### config.mk
export PLATFORM = sky130hd
export DESIGN_NAME = pzbcm_wrr_arbiter
export DESIGN_NICKNAME = d
export VERILOG_FILES = /design/src/rtl/pzbcm_wrr_arbiter.sv
export SDC_FILE = /design/constraint.sdc
export NUM_CORES = 1
export LEC_CHECK = 0
export CAP_MARGIN = 15
export CORE_ASPECT_RATIO = 1.75
export CORE_MARGIN = 3
export CORE_UTILIZATION = 50
export DETAILED_ROUTE_END_ITERATION = 6
export PLACE_DENSITY = 0.92
export SETUP_SLACK_MARGIN = 0.4
export SLEW_MARGIN = 0
export SYNTH_ARGS = -nofsm -noshare
export SYNTH_HDL_FRONTEND = slang
export SYNTH_SLANG_ARGS = --single-unit
export TNS_END_PERCENT = 20
### constraint.sdc
create_clock -name i_clk -period 7.7 [get_ports i_clk]
set_clock_uncertainty 0.1 [all_clocks]
set_input_delay 1.54 -clock i_clk [delete_from_list [all_inputs] [get_ports i_clk]]
set_output_delay 1.54 -clock i_clk [all_outputs]
set_load 0.005 [all_outputs]
### src/rtl/pzbcm_wrr_arbiter.sv
// rtl/pzbcm_wrr_arbiter.sv - weighted round-robin arbiter with registered, held grants and a free handshake
// Optional: define PZBCM_WRR_ARBITER_WEIGHT_ZERO_SKIP_EN to mask zero-weight requesters out of arbitration.
module pzbcm_wrr_arbiter #(
  parameter int REQUESTS      = 4,
  parameter int WEIGHT_WIDTH  = 8,
  parameter bit ONEHOT_GRANT  = 1,
  localparam int GRANT_WIDTH  = ONEHOT_GRANT ? REQUESTS : ((REQUESTS > 1) ? $clog2(REQUESTS) : 1)
) (
  input  logic                             i_clk,
  input  logic                             i_rst_n,
  input  logic                             i_clear,
  input  logic [REQUESTS*WEIGHT_WIDTH-1:0] i_weight,
  input  logic [REQUESTS-1:0]              i_request,
  input  logic                             i_free,
  output logic                             o_grant_valid,
  output logic [GRANT_WIDTH-1:0]           o_grant
);
  localparam int IDX_W = (REQUESTS > 1) ? $clog2(REQUESTS) : 1;
  localparam logic [IDX_W-1:0] PTR_RESET = IDX_W'(REQUESTS - 1);

  typedef enum logic {IDLE, GRANTED} state_t;

  state_t                  state, state_next;
  logic [IDX_W-1:0]        grantee, grantee_next;
  logic [IDX_W-1:0]        pointer, pointer_next;
  logic [WEIGHT_WIDTH-1:0] credit, credit_next;
  logic [WEIGHT_WIDTH-1:0] weights [REQUESTS];
  logic [REQUESTS-1:0]     candidates;
  logic [IDX_W-1:0]        search_idx;
  logic [IDX_W-1:0]        winner;
  logic                    found;
  logic [WEIGHT_WIDTH-1:0] load_credit;

  always_comb begin
    for (int i = 0; i < REQUESTS; i++) begin
      weights[i] = i_weight[i*WEIGHT_WIDTH +: WEIGHT_WIDTH];
    end
  end

`ifdef PZBCM_WRR_ARBITER_WEIGHT_ZERO_SKIP_EN
  always_comb begin
    for (int i = 0; i < REQUESTS; i++) begin
      candidates[i] = i_request[i] && (weights[i] != '0);
    end
  end
`else
  assign candidates = i_request;
`endif

  // Cyclic search starting just after the last new grantee, so it ends up lowest priority.
  always_comb begin
    found      = 1'b0;
    winner     = pointer;
    search_idx = pointer;
    for (int off = 1; off <= REQUESTS; off++) begin
      search_idx = IDX_W'((int'(pointer) + off) % REQUESTS);
      if (!found && candidates[search_idx]) begin
        found  = 1'b1;
        winner = search_idx;
      end
    end
  end

  // Weight 0 loads the same credit as weight 1: one transaction per turn.
  assign load_credit = (weights[winner] == '0) ? '0 : weights[winner] - WEIGHT_WIDTH'(1);

  always_comb begin
    state_next   = state;
    grantee_next = grantee;
    pointer_next = pointer;
    credit_next  = credit;
    if (i_clear) begin
      state_next   = IDLE;
      pointer_next = PTR_RESET;
      credit_next  = '0;
    end else if (state == IDLE) begin
      if (found) begin
        state_next   = GRANTED;
        grantee_next = winner;
        pointer_next = winner;
        credit_next  = load_credit;
      end
    end else if (i_free && (credit != '0) && i_request[grantee]) begin
      credit_next = credit - WEIGHT_WIDTH'(1);
    end else if (i_free || !i_request[grantee]) begin
      // A withdrawn request acts as a free that also forfeits the remaining credit.
      if (found) begin
        grantee_next = winner;
        pointer_next = winner;
        credit_next  = load_credit;
      end else begin
        state_next  = IDLE;
        credit_next = '0;
      end
    end
  end

  always_ff @(posedge i_clk or negedge i_rst_n) begin
    if (!i_rst_n) begin
      state   <= IDLE;
      grantee <= '0;
      pointer <= PTR_RESET;
      credit  <= '0;
    end else begin
      state   <= state_next;
      grantee <= grantee_next;
      pointer <= pointer_next;
      credit  <= credit_next;
    end
  end

  assign o_grant_valid = (state == GRANTED);

  generate
    if (ONEHOT_GRANT) begin : g_onehot
      assign o_grant = o_grant_valid ? (GRANT_WIDTH'(1) << grantee) : '0;
    end else begin : g_index
      assign o_grant = o_grant_valid ? GRANT_WIDTH'(grantee) : '0;
    end
  endgenerate
endmodule

# Word-level counts from Yosys, hierarchy flattened
# Index checks and enable logic that the tools add are counted.
# word_totals
out_inout_bits	5
ff_bits	13
wordCells	83
# classes
n_shift	1
eq_ne	5
n_bitwise	2
addsub	6
muxes	43
magnitude_cmp	6
n_reduce_logical	16
# op_table
operator	count
8-bit two-way mux	9
2-bit two-way mux	13
8-bit binary-select mux with 2-bit select	1
8-bit by 1-bit subtractor with 8-bit output, second input constant	2
2-bit by 3-bit less-than comparator with 1-bit output, second input constant	5
1-bit two-way mux	14
1-bit binary-select mux with 2-bit select	5
8-bit zero test	1
8-bit nonzero test	1
1-bit logical AND	5
2-bit by 1-bit adder with 2-bit output, second input constant	2
2-bit adder, second input constant	2
1-bit zero test	4
4-bit two-way mux	1
4-bit by 2-bit != test with 1-bit output, second input constant	1
2-bit AND reduction	2
1-bit by 2-bit << shifter with 4-bit output, first input constant	1
3-bit >= comparator, second input constant	1
3-bit by 2-bit != test with 1-bit output, second input constant	1
3-bit != test, second input constant	1
2-bit NOT with 3-bit output	1
3-bit AND reduction	1
3-bit nonzero test	1
2-bit by 1-bit != test with 1-bit output, second input constant	1
other kinds (3)	3

# Logic depth before layout (Yosys ltp)
# Gate-level depths: netlist of the first run.
# logic_depth
depth_word	24
depth_mapped	12

# Worst setup path after synthesis of the first run
# OpenSTA, ideal clock, no wires.
# synth_timing
path_type	input port to flip-flop
from	input i_request[3]
to	register credit[7]
stages	10
slack_ps	3883
required_ps	7514
setup_time_ps	86
arrival_ps	3632
cell_sequence	nor2b_1 -> a21o_1 -> a221oi_4 -> mux2_2 -> ha_1 -> nand3b_1 -> o22ai_1 -> nand2b_1 -> mux2_1 -> o221ai_2
# synth_via
elab_chain_len	23
elab_cells_between_ends	43
classes_between	add/sub: 1; eq/ne: 1; mux: 28; bitwise: 1; reduce/logical: 12
# synth_rtl
element	line	text
start: declaration	13	input logic [REQUESTS-1:0] i_request,
1-bit binary-select mux with 2-bit select	57	if (!found && candidates[search_idx]) begin
1-bit two-way mux (not written as such)	57	
1-bit two-way mux	57	
1-bit zero test	57	
1-bit logical AND	57	
1-bit two-way mux	57	
1-bit zero test	57	
1-bit logical AND	57	
[... 6 more ...]	--	
8-bit two-way mux (not written as such) (2 in series)	65	assign load_credit = (weights[winner] == '0) ? '0 : weights[winner] - WEIGHT_WIDTH'(1);
8-bit by 1-bit subtractor with 8-bit output or 8-bit zero test (tied branches)	65	
8-bit two-way mux	65	
8-bit two-way mux	87	if (found) begin
8-bit two-way mux	85	end else if (i_free || !i_request[grantee]) begin
8-bit two-way mux	83	end else if (i_free && (credit != '0) && i_request[grantee]) begin
8-bit two-way mux	76	end else if (state == IDLE) begin
8-bit two-way mux	72	if (i_clear) begin
end signal: assignment	108	credit <= credit_next;
end: declaration	26	logic [WEIGHT_WIDTH-1:0] credit, credit_next;
# Several ways; a longest one is shown, not always the timed one. The select of a mux whose other input is x is not followed.
# A chain may end at the register's enable or synchronous reset.

# Worst setup path in the final report of the first run
# Same ends and word-level chain as after synthesis.

==> results of run 1 <==
==> registers in the layout (all words and copies together), names as in the netlist <==
| register | count |
|---|---|
| credit | 8 |
| grantee | 2 |
| o_grant_valid | 1 |
| pointer | 2 |
==> worst max-delay path, stage by stage <==
cell and delay [ps]:
clkdlybuf4s50_1 480, nor2b_1 200, a21o_1 190, a221oi_4 740, mux2_2 460, ha_1 230, nand3b_1 80, o22ai_1 100
nand2b_1 160, mux2_1 290, o221ai_2 150
==> metrics by stage <==
step | setup WS [ps] | hold WS [ps] | power [uW]
after global routing | 2975 | 434.6 | 508.4
after detailed placement | 2688 | 400.1 | 407.2
after CTS | 2938 | 411.8 | 468.6
after global placement | 2890 | 395.3 | 388.3
final | 3123 | 419.8 | 473.7
after floorplan | 3883 | 379.4 | 320.4
==> cells in the final DEF (no fill, tap or decap), types with 2 or more instances in the layout <==
cell,n
xor2_1,4
clkbuf_8,3
nor4_1,7
nor2_1,25
ha_1,4
mux2i_1,23
nand2b_1,5
o22ai_1,2
nand2_1,13
nand3_1,2
nor3_1,2
o21ai_1,2
o221ai_1,4
dfstp_2,2
dfrtp_1,11
nor2b_1,4
nand4_1,3
clkdlybuf4s50_1,44
o21ai_0,7
a21oi_1,7
inv_1,3
xnor2_1,2
and3_1,2
mux2_2,8
==> worst min path at each step <==
stage	to	slack (ps)	cells after the start
final	credit[7]	420	1
after global routing	credit[7]	430	1
after CTS	credit[7]	410	1
after detailed placement	credit[7]	400	1
after global placement	credit[1]	400	2
after floorplan	credit[1]	380	2
==> layer usage <==
layer	GRT usage (%)	routed length, um
met2	45.99	2503
met4	12.25	226
met1	24.93	1379
met3	3.521	148
met5	0	0
==> cell families (layout without fill, tap and decap cells) <==
group                    count (synthesis)  count (layout)
AO/OA/AOI/OAI                           33              33
XOR/XNOR                                 6               6
adder cells (fa/ha/maj)                  4               4
buffers and inverters                    7              52
flip-flops                              13              13
multiplexers                            34              34
AND/OR/NAND/NOR                         68              68
==> area by class of cell <==
class,instances,share of cell area [%]
well taps,27,1.740
multi-input cells,145,55.03
flip-flops and latches,13,16.88
repair buffers,45,23.45
clock buffers,4,2.320
inverters,3,0.5799
==> power by group <==
part	internal (uW)	switching (uW)
Combinational	140	147
Clock	36.4	22.8
Sequential	95.0	32.8
Total	271	203
==> summary.md, run 1 <==
| Metric | Value |
|---|---|
| Status | finished, final reports clean |
| Count of non-filler cells in the finished layout | 237 |
| Distinct cell type count after synthesis | 44 |
| Die Width | 46.45 um |
| Min-delay src | credit[7] |
| Post-synthesis sequential area ratio | 22.90% |
| Setup crit end | credit[7] |
| Clock Sinks | 13 |
| Largest net degree at the start of global routing | 23 |
| Power Density | 243.9 mW/mm^2 |
| Simple-gate share of the synthesized area | 23.51% |
| Hold-fix buffers at CTS | 0 |
| CTS H-tree depth | 1 |
| Worst slew margin | 43.80% |
| Yosys reg bits | 13 |
| Clk_lat worst skew | 240 ps |
| Setup crit start | i_request[3] |
| Vias in the first global route | 1527 |
| Reg area | 327.8 sq um |
| Initial antenna violation count | 0 |
| Reg2reg path depth | 10 |
| Initial Util | 52.60% |
| Die H | 76.78 um |
| Post-Syn Area | 0.001431 sq mm |
| First-pass GRT wire length | 6803 um |
| Final slew viol count | 0 |
| Yosys Warn Count | 0 |
| Area grow syn2layout | 35.66% |
| Placed cell areas | 0.001882 sq mm |
| Type of the worst setup path | input port to flip-flop |
| Number of DRC markers in iteration 0 | 38 |
| Post-CTS Repair Setup Buffers | 0 |
| Share of post-route cells with drive strength above 1 | 10.00% |
| Final Cycle Share | 59.44% |
| Total track usage | 25.07% |
| Ant. Diodes | 0 |
| FMAX | 218.5 MHz |
| Synthesized netlist cell count | 165 |
| Final net count | 255 |
| Synth top area cells | dfrtp_1 19%, mux2i_1 16%, nor2_1 6.6%, mux2_2 6.3%, dfstp_2 3.7% |
| Post-Synth XOR/XNOR Area | 3.671% |
| Yosys top cell by area | dfrtp_1 |
| Final Hold Vio Count | 0 |
| Max-cap violations | 0 |
| RSZ-0062 raised after global routing | no |
| Worst R2R End | credit[7] |
| Static Leakage | 0.0007825 uW |
| Via density | 6.443 |
| Core area | 0.002721 sq mm |
| Top_reg_cell synth | dfrtp_1 |
| Worst Path Arrival | 4640 ps |
| Final TNS setup | 0 ps |
| CTS tree | built |
| HP Class | flip-flop to flip-flop |
| Placed cells | 232 |
| Worst Setup End Kind | flip-flop |
| Grt ovf | 0 |
| Minimum clock period | 4577 ps |
| Commonest cells in the netlist | 25 x nor2_1, 23 x mux2i_1, 13 x nand2_1, 11 x dfrtp_1, 8 x mux2_2 |
| Resize count post-CTS | 0 |
| Startpoint Class | input port |
| Routed via count | 1527 |
| Synth Area in Adders | 3.497% |
| Final-report setup violation count | 0 |
| Area share of the largest cell type after synthesis | 19.23% |
| Measured slew at the worst slew-check pin | 843.0 ps |
| Async SR Flop Fraction | 100.0% |
| CTS buffer count | 3 |
| # DRC | 0 |
| Post-route core utilization | 71.36% |
| CTS clock-pin slew for the worst setup and hold paths | 60 ps |
| First-pass DRT Iterations | 4 |
| Register-to-register setup slack | 4440 ps |
| Synth Area in Compound Gates | 18.18% |
| Mux cell area share after synthesis | 25.79% |
| Multi-input gate area | 0.001069 sq mm |
| Final Cell Area | 0.001942 sq mm |
| Port buffer count | 44 |
| Most instantiated library cell after synthesis | nor2_1 |
| Worst path required time | 7760 ps |
| Post-DP HPWL | 3529 um |
| Die ar. | 0.003566 sq mm |
| Clock buffer depth | 2 |
| Worst R2R Start | pointer[0] |
| Post-synth EDFFs | 0 |
| Layout filler cell count | 214 |
| Clock root buffer | clkbuf_8 |
| Syn Area/Cell | 8.675 sq um |
| Final ANT Viol Nets | 0 |
| Top Ports | 45 |
| Critical Path Fanout Max | 16 |
| Routed len/inst | 17.96 um |
| Maximum vdd drop | 0.1712 mV |
| Placer Congestion | 0.8611 |
| Largest family of logic cells by synthesized area | multiplexers |
| Syn nets | 209 |
| Drt total wl | 4257 um |
| Site Rows | 25 |
(Power assumes the default switching activity.)
==> run 2, diff against run 1 <==
--- a/config.mk
+++ b/config.mk
@@ -8,9 +8,9 @@
 export CAP_MARGIN = 15
 export CORE_ASPECT_RATIO = 1.75
 export CORE_MARGIN = 3
-export CORE_UTILIZATION = 50
+export CORE_UTILIZATION = 42
 export DETAILED_ROUTE_END_ITERATION = 6
-export PLACE_DENSITY = 0.92
+export PLACE_DENSITY = 0.83
 export SETUP_SLACK_MARGIN = 0.4
 export SLEW_MARGIN = 0
 export SYNTH_ARGS = -nofsm -noshare
==> constraint.sdc (replaced) <==
create_clock -name i_clk -period 3.9 [get_ports i_clk]
set_clock_uncertainty 0.1 [all_clocks]
set_input_delay 0.78 -clock i_clk [delete_from_list [all_inputs] [get_ports i_clk]]
set_output_delay 0.78 -clock i_clk [all_outputs]
set_load 0.005 [all_outputs]
==> summary.md, run 2 (synthesis gave the netlist of run 1 again) <==
| Metric | Value |
|---|---|
| Status | finished, final reports clean (unchanged) |
| Top Registers | credit x8, grantee x2, pointer x2 (unchanged) |
| Final-report setup violation count | 0 (unchanged) |
| Largest register FFs | 8 (unchanged) |
| Grt ovf | 0 (unchanged) |
| Initial Util | 44.60% (was 52.60%) |
| Measured slew at the worst slew-check pin | 688.6 ps (was 843.0 ps) |
| Final Hold Vio Count | 0 (unchanged) |
| Die ar. | 0.004172 sq mm (was 0.003566 sq mm) |
| FMAX | 300.4 MHz |
| CTS H-tree depth | 1 (unchanged) |
| Post-CTS Repair Setup Buffers | 0 (unchanged) |
| Port buffer count | 44 (unchanged) |
| Number of DRC markers in iteration 0 | 58 (was 38) |
| Final slew viol count | 0 (unchanged) |
| Total track usage | 19.72% (was 25.07%) |
| HP Class | flip-flop to flip-flop (unchanged) |
| Vias in the first global route | 1527 (unchanged) |
| Commonest non-fill, non-tap cell in the layout | clkdlybuf4s50_1 (unchanged) |
| First-pass GRT wire length | 6589 um (was 6803 um) |
| Clock Sinks | 13 (unchanged) |
| Final TNS setup | 0 ps (unchanged) |
| Critical Path Fanout Max | 5 (was 16) |
| Share of post-route cells with drive strength above 1 | 11.74% (was 10.00%) |
| Reg with most FFs | credit (unchanged) |
| Clk_lat worst skew | 240 ps (about the same) |
| Minimum clock period | 3329 ps |
| Post-DP HPWL | 3331 um (was 3529 um) |
| Initial antenna violation count | 0 (unchanged) |
| Highest-count cells in the layout ignoring fill and taps | 44 x clkdlybuf4s50_1, 25 x nor2_1, 23 x mux2i_1 (unchanged) |
| Maximum vdd drop | 0.2357 mV (was 0.1712 mV) |
| Die H | 83.23 um (was 76.78 um) |
| Clock root buffer | clkbuf_8 (unchanged) |
| Final Cycle Share | 85.35% |
| Max-cap violations | 0 (unchanged) |
| Startpoint Class | input port (unchanged) |
| Final ANT Viol Nets | 0 (unchanged) |
| Static Leakage | 0.0007973 uW (was 0.0007825 uW) |
| Hold-fix buffers at CTS | 0 (unchanged) |
| Core area | 0.003209 sq mm (was 0.002721 sq mm) |
| Drt total wl | 3967 um (was 4257 um) |
| Area grow syn2layout | 38.20% (was 35.66%) |
| Routed via count | 1464 (was 1527) |
| Site Rows | 27 (was 25) |
| First-pass DRT Iterations | 4 (unchanged) |
| Routed len/inst | 15.50 um (was 17.96 um) |
| CTS buffer count | 3 (unchanged) |
| Worst slew margin | 53.45% (was 43.80%) |
| WHS | 418.6 ps (was 419.8 ps) |
| Worst path required time | 3960 ps (was 7760 ps) |
| Placer Congestion | 0.8161 (was 0.8611) |
| Worst Setup End Kind | flip-flop (unchanged) |
| CTS tree | built (unchanged) |
| Largest net degree at the start of global routing | 15 (was 23) |
| Resize count post-CTS | 0 (unchanged) |
| Die Width | 50.13 um (was 46.45 um) |
| Ant. Diodes | 0 (unchanged) |
| Power Density | 469.1 mW/mm^2 (was 243.9 mW/mm^2) |
| Worst Path Arrival | 3390 ps (was 4640 ps) |
| # DRC | 0 (unchanged) |
| Clock buffer depth | 2 (unchanged) |
| Final net count | 258 (was 255) |
| Type of the worst setup path | input port to flip-flop (unchanged) |
| Via density | 5.719 (was 6.443) |
| CTS clock-pin slew for the worst setup and hold paths | 60 ps (about the same) |
| RSZ-0062 raised after global routing | no (unchanged) |
| Top Ports | 45 (unchanged) |
[run 2: report_power, final]
group          leakage [uW]  internal, uW  switching, uW
logic              0.000611           281            275
clock network     0.0000255          70.6           49.5
registers          0.000161           188           64.0
[run 2: metal layers]
layer / share of wire, % / track usage, % / wire length (um) / vias to the layer above
li1: - / - / - / 718
met1: 34 / 18.93 / 1349 / 695
met2: 60 / 39.64 / 2386 / 36
met3: 2.1 / 1.436 / 84 / 15
met4: 3.7 / 8.564 / 146 / 0
met5: 0 / 0 / 0 / -
[run 2: layout make-up]
cell class | instances | area, sq um
repair buffers | 48 | 470.5
inverters | 3 | 11.26
well taps | 43 | 53.80
clock inverters | 1 | 5.005
clock buffers | 3 | 41.29
multi-input cells | 145 | 1069
fillers | 287 | 1231
flip-flops and latches | 13 | 327.8
[run 2: path summary, 6_finish.rpt]
| path | from | to | slack, ps | depth (start not counted) |
|---|---|---|---|---|
| min in group asynchronous | i_rst_n | grantee[1] | 810 | 1 |
| min | credit[7] | credit[7] | 420 | 1 |
| max | i_request[3] | credit[7] | 570 | 11 |
| max in group asynchronous | i_rst_n | credit[5] | 2510 | 1 |
| max reg2reg | pointer[0] | credit[7] | 1100 | 10 |
| min reg2reg | credit[7] | credit[7] | 420 | 1 |
[run 2: metrics by stage]
step           std cells  utilization, %  cell area [sq um]  worst slack (ps)  total power, uW
2_1_floorplan        165               -               1431             842.6            632.6
3_3_place_gp         252           60.19               1932             376.2            789.6
5_1_grt              256           61.64               1978             422.0             1001
3_5_place_dp         252           60.19               1932             321.7            803.7
6_report             256           61.64               1978             571.3            928.0
4_1_cts              256           61.64               1978             572.4            926.6
[run 2: critical path, cell delays in order]
cell and delay [ps]:
clkdlybuf4s50_1 480, nor2b_1 190, a21o_1 180, a221oi_4 350, mux2_2 420, ha_1 230
nand3b_1 80, o22ai_1 90, nand2b_1 150, mux2_1 290, o221ai_2 150
==> run 3, diff against run 2 <==
--- a/config.mk
+++ b/config.mk
@@ -10,7 +10,7 @@
 export CORE_MARGIN = 3
 export CORE_UTILIZATION = 42
 export DETAILED_ROUTE_END_ITERATION = 6
-export PLACE_DENSITY = 0.83
+export PLACE_DENSITY = 0.87
 export SETUP_SLACK_MARGIN = 0.4
 export SLEW_MARGIN = 0
 export SYNTH_ARGS = -nofsm -noshare
==> summary.md, run 3 (synthesis gave the netlist of run 1 again) <==
| Metric | Value |
|---|---|
| Number of DRC markers in iteration 0 | 41 (was 58) |
| Layout filler cell count | 275 (was 287) |
| Crit path largest cell delay | 480 ps (about the same) |
| Critical Path Fanout Max | 5 (unchanged) |
| Area grow syn2layout | 39.07% (was 38.20%) |
| Top Registers | credit x8, grantee x2, pointer x2 (unchanged) |
| Hold depth | 2 (was 1) |
| Worst slew margin | 52.93% (was 53.45%) |
| CTS tree | built (unchanged) |
| Hold-fix buffers at CTS | 0 (unchanged) |
| Largest net degree at the start of global routing | 17 (was 15) |
| CP max-delay cell | clkdlybuf4s50_1 (unchanged) |
| Reg area | 327.8 sq um (unchanged) |
| Worst Path Arrival | 3430 ps (was 3390 ps) |
| Clk_lat worst skew | 240 ps (about the same) |
| Site Rows | 27 (unchanged) |
| Placed cell areas | 0.001924 sq mm (was 0.001932 sq mm) |
| Reg2reg path depth | 10 (unchanged) |
| Setup crit start | i_request[1] (was i_request[3]) |
| Placer Congestion | 0.8312 (was 0.8161) |
| Ant. Diodes | 0 (unchanged) |
| Commonest non-fill, non-tap cell in the layout | clkdlybuf4s50_1 (unchanged) |
| Min-delay src | credit[1] (was credit[7]) |
| Worst R2R End | credit[7] (unchanged) |
| RSZ-0062 raised after global routing | yes (was no) |
| Final Cycle Share | 86.41% (was 85.35%) |
| Register-to-register setup slack | 1070 ps (was 1100 ps) |
| Clock root buffer | clkbuf_8 (unchanged) |
| Final-report setup violation count | 0 (unchanged) |
| Highest-count cells in the layout ignoring fill and taps | 44 x clkdlybuf4s50_1, 25 x nor2_1, 23 x mux2i_1 (unchanged) |
| Core area | 0.003209 sq mm (unchanged) |
| Die ar. | 0.004172 sq mm (unchanged) |
| Worst Setup End Kind | flip-flop (unchanged) |
| Total track usage | 19.78% (was 19.72%) |
| Final TNS setup | 0 ps (unchanged) |
| FMAX | 296.7 MHz (was 300.4 MHz) |
| Worst R2R Start | pointer[0] (unchanged) |
| Worst path required time | 3960 ps (about the same) |
| Via density | 5.809 (was 5.719) |
| Post-DP HPWL | 3248 um (was 3331 um) |
| Routed len/inst | 15.17 um (was 15.50 um) |
| Initial Util | 44.60% (unchanged) |
| Grt ovf | 0 (unchanged) |
| Routed via count | 1487 (was 1464) |
| Reg with most FFs | credit (unchanged) |
| CTS H-tree depth | 1 (unchanged) |
| Static Leakage | 0.0008039 uW (was 0.0007973 uW) |
| Status | finished, final reports clean (unchanged) |
| CTS clock-pin slew for the worst setup and hold paths | 50 ps (was 60 ps) |
| Minimum clock period | 3370 ps (was 3329 ps) |
| First-pass GRT wire length | 6699 um (was 6589 um) |
| Drt total wl | 3883 um (was 3967 um) |
| Share of post-route cells with drive strength above 1 | 12.68% (was 11.74%) |
| Final net count | 258 (unchanged) |
| Final slew viol count | 0 (unchanged) |
| Multi-input gate area | 0.001082 sq mm (was 0.001069 sq mm) |
| Initial antenna violation count | 0 (unchanged) |
| Clock buffer depth | 2 (unchanged) |
| Worst hold path endpoint | credit[1] (was credit[7]) |
| # DRC | 0 (unchanged) |
| Vias in the first global route | 1525 (was 1527) |
| Die Width | 50.13 um (unchanged) |
| CTS buffer count | 3 (unchanged) |
| Final ANT Viol Nets | 0 (unchanged) |
| Startpoint Class | input port (unchanged) |
| Maximum vdd drop | 0.1934 mV (was 0.2357 mV) |
| Port buffer count | 44 (unchanged) |
| Max-cap violations | 0 (unchanged) |
| Worst Path Buf+Inv | 1 (unchanged) |
| Power Density | 469.2 mW/mm^2 (was 469.1 mW/mm^2) |
| CP delay by family, top | compound AO/OA/AOI/OAI gates (unchanged) |
| Largest register FFs | 8 (unchanged) |
| Worst-path cell chain | clkdlybuf4s50_1, nor2b_1, o21ba_2, a221oi_4, mux2_2, ha_1, nand3b_1, o22ai_1, nand2b_1, mux2_1, o221ai_2 (was clkdlybuf4s50_1, nor2b_1, a21o_1, a221oi_4, mux2_2, ha_1, nand3b_1, o22ai_1, nand2b_1, mux2_1, o221ai_2) |
| Post-route core utilization | 62.03% (was 61.64%) |
| HP Class | flip-flop to flip-flop (unchanged) |
| Top Ports | 45 (unchanged) |
| Final Cell Area | 0.001991 sq mm (was 0.001978 sq mm) |
| Die H | 83.23 um (unchanged) |
| Measured slew at the worst slew-check pin | 696.2 ps (was 688.6 ps) |
| Type of the worst setup path | input port to flip-flop (unchanged) |
| Clock Sinks | 13 (unchanged) |
| First-pass DRT Iterations | 5 (was 4) |
| Final Hold Vio Count | 0 (unchanged) |
-- run 3: cell types whose count changed in the layout (fill, tap and decap cells not counted) --
cell | previous run | this run
clkinv_2 | 1 | 0
nor2b_2 | 0 | 1
o21ai_2 | 0 | 1
clkbuf_1 | 0 | 1
nor2b_1 | 4 | 3
o21ai_1 | 2 | 1
nand2b_1 | 5 | 4
nand2b_4 | 0 | 1
-- run 3: report_power, final --
| part | internal (uW) | total, uW | switching, uW |
|---|---|---|---|
| combinational | 284 | 563 | 279 |
| clock | 72.1 | 119 | 46.7 |
| sequential | 188 | 252 | 64.3 |
| total | 544 | 934 | 390 |
-- run 3: layout make-up --
class / count / share of cell area (%)
repair buffers: 48 / 23.63
clock buffers: 4 / 2.263
multi-input cells: 145 / 54.37
flip-flops and latches: 13 / 16.47
inverters: 3 / 0.5657
well taps: 43 / 2.703
-- run 3: timing repair --
item	4_1_cts	5_1_grt
setup endpoints to repair	0	6
setup buffers	0	1
gates resized for setup	0	3
-- run 3: worst max-delay path by stage --
stage / cells past startpoint / to / slack [ps]
floorplan: 10 / credit[7] / 840
global placement: 11 / credit[7] / 340
detailed placement: 11 / credit[7] / 270
CTS: 11 / credit[7] / 500
global route: 11 / credit[7] / 360
finish: 11 / credit[7] / 530
-- run 3: worst register-to-register path, delay by kind of cell, from the launching register on --
family | cells | cell delay (ps)
flip-flops | 1 | 590
AND/OR/NAND/NOR | 3 | 360
adder cells (fa/ha/maj) | 1 | 230
multiplexers | 2 | 720
AO/OA/AOI/OAI | 4 | 750
-- run 3: through the flow --
step	hold slack [ps]	instances	power (uW)	setup slack (ps)
2_1_floorplan	379.4	165	632.6	842.6
3_3_place_gp	403.3	251	787.0	340.2
3_5_place_dp	402.1	251	800.9	266.8
4_1_cts	419.4	255	923.8	504.6
5_1_grt	442.6	256	1009	359.2
6_report	423.4	256	934.0	529.9
-- run 3: routing by layer --
layer	up-vias	global-route usage (%)	wire, um
li1	725	-	-
met1	703	19.80	1332
met2	45	38.33	2269
met3	14	1.975	115
met4	0	9.068	165
met5	-	0	0
